### src/rtl/buf_cache_ctrl.sv
// Requester-side controller for a 4-entry buffer pool.
// It compares each lookup tag against four tag registers. A hit reports the
// buffer and sends an LFU reference. A miss fills the lowest free buffer, or
// the LFU victim when the pool is full, and then responds.
//
// state    | meaning
// ---------+------------------------------------------------------------
// IDLE     | ready for a lookup; inv_all clears the pool here
// LOOKUP   | latched tag compared against valid entries
// LFU_REQ  | one-cycle replacement request to the LFU finder
// LFU_WAIT | LFU victim captured as the fill destination
// FILL     | fill handshake with the backing store
// RESP     | response held until the consumer accepts it
module buf_cache_ctrl #(
  parameter int TAG_W = 8,
  parameter int LEN   = 2,
  parameter int CNT_W = 16
) (
  input  logic             clk,
  input  logic             rst,
  input  logic             req_vld,
  input  logic [TAG_W-1:0] req_tag,
  output logic             req_rdy,
  input  logic             inv_all,
  output logic             rsp_vld,
  input  logic             rsp_rdy,
  output logic             rsp_hit,
  output logic [LEN-1:0]   rsp_buf,
  output logic             lfu_req,
  input  logic [LEN-1:0]   lfu_victim,
  output logic [LEN-1:0]   lfu_ref,
  output logic             lfu_ref_vld,
  output logic             fill_req,
  output logic [TAG_W-1:0] fill_tag,
  output logic [LEN-1:0]   fill_buf,
  input  logic             fill_ack,
  output logic [CNT_W-1:0] hit_cnt,
  output logic [CNT_W-1:0] miss_cnt
);

  typedef enum logic [2:0] {IDLE, LOOKUP, LFU_REQ, LFU_WAIT, FILL, RESP} state_t;

  state_t           state;
  logic [TAG_W-1:0] tag_q;
  logic [TAG_W-1:0] tag_mem [4];
  logic [3:0]       valid;
  logic             hit;
  logic [LEN-1:0]   hit_idx;
  logic             free;
  logic [LEN-1:0]   free_idx;

  // Handshake and strobe outputs decode directly from the state.
  assign req_rdy  = (state == IDLE) & ~inv_all;
  assign rsp_vld  = (state == RESP);
  assign lfu_req  = (state == LFU_REQ);
  assign fill_req = (state == FILL);

  // Tag match and lowest free entry; scanning downward makes index 0 win.
  always_comb begin
    hit      = 1'b0;
    hit_idx  = '0;
    free     = 1'b0;
    free_idx = '0;
    for (int i = 3; i >= 0; i--) begin
      if (valid[i] && (tag_mem[i] == tag_q)) begin
        hit     = 1'b1;
        hit_idx = LEN'(i);
      end
      if (!valid[i]) begin
        free     = 1'b1;
        free_idx = LEN'(i);
      end
    end
  end

  // Tag storage is written only when a fill completes and needs no reset.
  always_ff @(posedge clk) begin
    if (!rst && (state == FILL) && fill_ack)
      tag_mem[fill_buf] <= fill_tag;
  end

  // Main controller FSM with registered response, fill, LFU and counter outputs.
  always_ff @(posedge clk) begin
    if (rst) begin
      state       <= IDLE;
      valid       <= '0;
      tag_q       <= '0;
      rsp_hit     <= 1'b0;
      rsp_buf     <= '0;
      lfu_ref     <= '0;
      lfu_ref_vld <= 1'b0;
      fill_tag    <= '0;
      fill_buf    <= '0;
      hit_cnt     <= '0;
      miss_cnt    <= '0;
    end else begin
      lfu_ref_vld <= 1'b0;
      case (state)
        IDLE: begin
          if (inv_all) begin
            valid <= '0;
          end else if (req_vld) begin
            tag_q <= req_tag;
            state <= LOOKUP;
          end
        end
        LOOKUP: begin
          if (hit) begin
            rsp_hit     <= 1'b1;
            rsp_buf     <= hit_idx;
            lfu_ref     <= hit_idx;
            lfu_ref_vld <= 1'b1;
            state       <= RESP;
          end else begin
            fill_tag <= tag_q;
            if (free) begin
              fill_buf <= free_idx;
              state    <= FILL;
            end else begin
              state <= LFU_REQ;
            end
          end
        end
        LFU_REQ: state <= LFU_WAIT;
        LFU_WAIT: begin
          fill_buf <= lfu_victim;
          state    <= FILL;
        end
        FILL: begin
          if (fill_ack) begin
            valid[fill_buf] <= 1'b1;
            rsp_hit         <= 1'b0;
            rsp_buf         <= fill_buf;
            state           <= RESP;
          end
        end
        RESP: begin
          if (rsp_rdy) begin
            state <= IDLE;
            if (rsp_hit) begin
              if (hit_cnt != '1) hit_cnt <= hit_cnt + 1'b1;
            end else begin
              if (miss_cnt != '1) miss_cnt <= miss_cnt + 1'b1;
            end
          end
        end
        default: state <= IDLE;
      endcase
    end
  end

endmodule

### config.mk
export PLATFORM = sky130hd
export DESIGN_NAME = buf_cache_ctrl
export DESIGN_NICKNAME = d
export VERILOG_FILES = /design/src/rtl/buf_cache_ctrl.sv
export SDC_FILE = /design/constraint.sdc
export NUM_CORES = 1
export LEC_CHECK = 0
export BUFFER_PORTS_ARGS = -buffer_cell sky130_fd_sc_hd__buf_2
export CAP_MARGIN = 15
export CORE_MARGIN = 2
export CORE_UTILIZATION = 41
export DETAILED_ROUTE_END_ITERATION = 10
export PLACE_DENSITY = 0.66
export SLEW_MARGIN = 10
export SYNTH_ARGS = -nofsm -noshare
export SYNTH_HDL_FRONTEND = slang
export SYNTH_SLANG_ARGS = --single-unit
### constraint.sdc
create_clock -name clk -period 2.8 [get_ports clk]
set_clock_uncertainty 0.05 [all_clocks]
set_input_delay 0.56 -clock clk [delete_from_list [all_inputs] [get_ports clk]]
set_output_delay 0.56 -clock clk [all_outputs]
set_load 0.005 [all_outputs]
==> flow_metrics.env <==
export IMPL_status="complete, no violations"
export IMPL_p_clk_share_pct=32.1
export IMPL_layout_nets=501
export IMPL_relSlewSlack_pct=57.2
export IMPL_antennaDiodeCount=0
export IMPL_grt_max_degree=59
export IMPL_vias_per_cell=5.32
export IMPL_clock_sinks=95
export IMPL_cts_resized=0
export IMPL_hpwlAfterDp_um=7300
export IMPL_grtUsageTotal_pct=18.3
export IMPL_post_route_period_util_pct=78.9
export IMPL_syn2layout_area_growth_pct=13.6
export IMPL_netSwitchingFraction_pct=27.8
export IMPL_combPwrFrac_pct=11.8
export IMPL_grt_pass1_wl_um=16500
export IMPL_ys_ff_latch=95
export IMPL_drtPass1Iterations=4
export IMPL_yosysWarnings=0
export IMPL_whs_path_depth=3
export IMPL_initialDrtViolationCount=144
export IMPL_wire_per_inst_um=16.4
export IMPL_finalInstanceArea_um2=4990
export IMPL_cp_start_kind="flop"
export IMPL_p_leak_nw=2.05
export IMPL_stdcell_count=624
export IMPL_period_minus_slack_ns=2.21
export IMPL_path_clk_slew_ns=0.10
export IMPL_p_int_mw=1.97
export IMPL_drc=0
export IMPL_critPathKind="reg2reg"
export IMPL_port_buffers=67
export IMPL_irDropWorstVdd_v=0.000279
export IMPL_die_h_um=108
export IMPL_worstReg2RegStart="tag_q[1]"
export IMPL_rows=37
export IMPL_fp_dieW_um=108
export IMPL_placedCellCount=608
export IMPL_tns_ns=0
export IMPL_critical_path_required_ns=3.03
export IMPL_ios=68
export IMPL_synth_nets=441
export IMPL_r2r_slack_ns=0.59
export IMPL_ys_types=49
export IMPL_grt_overflow_total=0
export IMPL_start_util_pct=42.4
export IMPL_crit_path_end_kind="flop"
export IMPL_place_area_um2=4800
export IMPL_dieArea_um2=11600
export IMPL_max_freq_mhz=453
export IMPL_hold_violations=0
export IMPL_async_flop_share_pct=0
export IMPL_power_switching_mw=0.759
export IMPL_insertion_delay_ns=0.37
export IMPL_timing_rr_end="state[0]"
export IMPL_root_buffer="clkbuf_8"
export IMPL_slew_violations=0
export IMPL_min_to="tag_q[5]"
export IMPL_netlist_area_um2=4390
export IMPL_max_cap_viol_count=0
export IMPL_postCtsSetupBuffers=0
export IMPL_wl_um=10200
export IMPL_min_from="req_tag[5]"
export IMPL_postSynthCellCount=423
export IMPL_hp_class="in2reg"
export IMPL_synth_edf_count=32
export IMPL_p_seq_share_pct=56.1
export IMPL_rsz0062_at_grt="no"
export IMPL_drive_gt1_share_pct=22.5
export IMPL_seq_area_frac_synth_pct=50.6
export IMPL_antenna_found_initial=0
export IMPL_setup_slack_ns=0.590
export IMPL_cts_tree="done"
export IMPL_coreArea_um2=10400
export IMPL_postSynthAreaPerCell_um2=10.4
export IMPL_place_congestion=0.947
export IMPL_cts_hold_fix_buffers=0
export IMPL_setup_viol=0
export IMPL_reg2reg_depth=6
export IMPL_worst_slew_pin_slew_ns=0.642
export IMPL_vias=3320
export IMPL_htreeDepth=3
export IMPL_startpoint="tag_q[1]"
export IMPL_clockBufferDepth=2
export IMPL_arrival_ns=2.44
export IMPL_cts_buffers=9
export IMPL_synthFlopType="dfxtp_1"
export IMPL_ant_nets=0
export IMPL_p_per_area_nw_per_um2=547
export IMPL_place_ws_ns=0.633
export IMPL_grt_pass1_vias=3160
export IMPL_path_max_fanout=13
## per-layer routing
metal  routed length [um]  GRT usage [%]  vias to the layer above
li1                     -              -                     1619
met1                 4460           24.9                     1588
met2                 4880           28.3                       98
met3                  698           4.72                       15
met4                  177           5.86                        0
met5                    0              0                        -
## worst max-delay path, cell delays in order (launching register included)
cell and delay [ns]:
dfxtp_1 0.52, xor2_1 0.18, nor4_2 0.41, nand4_2 0.20
nand4_2 0.32, nand2_2 0.18, a311oi_2 0.27
## cells by family after synthesis
kind of cell	Yosys count	synth area share (%)
flops	95	50.6
buf+inv	33	4.04
mux	12	2.73
compound gates	59	9.88
xor+xnor	59	11.8
simple gates	163	20.4
fa+ha+maj	2	0.570
## registers in the layout, indices dropped and copies added (netlist names), 2 cells and up
signal,flops
tag_mem,32
hit_cnt,16
miss_cnt,16
fill_tag,8
tag_q,8
valid,4
state,3
fill_buf,2
lfu_ref,2
rsp_buf,2
## area by class of cell
cell class              count  area [um2]
clock buffers              11         153
clock inverters             5        37.5
fillers                  1003        5380
inverters                   9        33.8
multi-input cells         295        1990
flip-flops and latches     95        2220
well taps                 136         170
repair buffers             73         380
## how the worst max path moves through the flow
stage | end | cells after the start
final | state[0] | 6
after CTS | state[0] | 6
after global routing | rsp_buf[0] | 6
after detailed placement | state[0] | 6
after global placement | rsp_buf[1] | 6
after floorplan | tag_mem[0][0] | 6
## synthesized netlist by cell type (2+ instances only)
master	count	area share [%]
dfxtp_1	63	29
nor2_1	47	4.0
xor2_1	47	9.4
edfxtp_1	32	22
nand2_1	27	2.3
nand3_1	24	2.7
a21oi_1	19	2.2
nand4_1	14	2.0
nor3_1	14	1.6
o21ai_0	14	1.6
mux2i_1	12	2.7
xnor2_1	12	2.4
clkbuf_1	9	0.77
inv_1	9	0.77
a211oi_1	7	1.2
buf_2	7	0.80
a31oi_1	4	0.57
buf_4	4	0.68
buf_6	4	1.0
nor2b_1	4	0.57
nor4_2	4	1.1
a211oi_2	3	0.85
and3_1	3	0.43
and4_1	3	0.60
nand2b_1	3	0.43
nand4_2	3	0.85
nor4_1	3	0.43
a2111oi_4	2	1.3
a21o_1	2	0.34
and2_1	2	0.28
ha_1	2	0.57
nor4_4	2	0.97
or3_1	2	0.28
## placed cells by master (no fill, tap or decap), types with 12 or more instances in the layout
| cell | count |
|---|---|
| nor2_1 | 47 |
| xor2_1 | 47 |
| dfxtp_1 | 63 |
| nand2_1 | 27 |
| a21oi_1 | 19 |
| edfxtp_1 | 32 |
| nand4_1 | 14 |
| nor3_1 | 14 |
| xnor2_1 | 12 |
| nand3_1 | 24 |
| o21ai_0 | 14 |
| buf_2 | 67 |
| mux2i_1 | 12 |
## per-stage QoR
stage	power [mW]	util [%]	hold WS [ns]
6_report	2.73	48.1	0.370
5_1_grt	2.85	48.1	0.367
4_1_cts	2.76	48.1	0.363
3_5_place_dp	1.88	46.3	0.454
3_3_place_gp	1.88	46.3	0.440
2_1_floorplan	1.79	-	0.431
## power by group through the flow
stage,logic [mW],clock network [mW],registers [mW]
after floorplan,0.267,0,1.52
after global placement,0.313,0,1.56
after detailed placement,0.319,0,1.56
after CTS,0.322,0.901,1.53
after global routing,0.353,0.958,1.54
final,0.322,0.877,1.53
(Power assumes the default switching activity.)
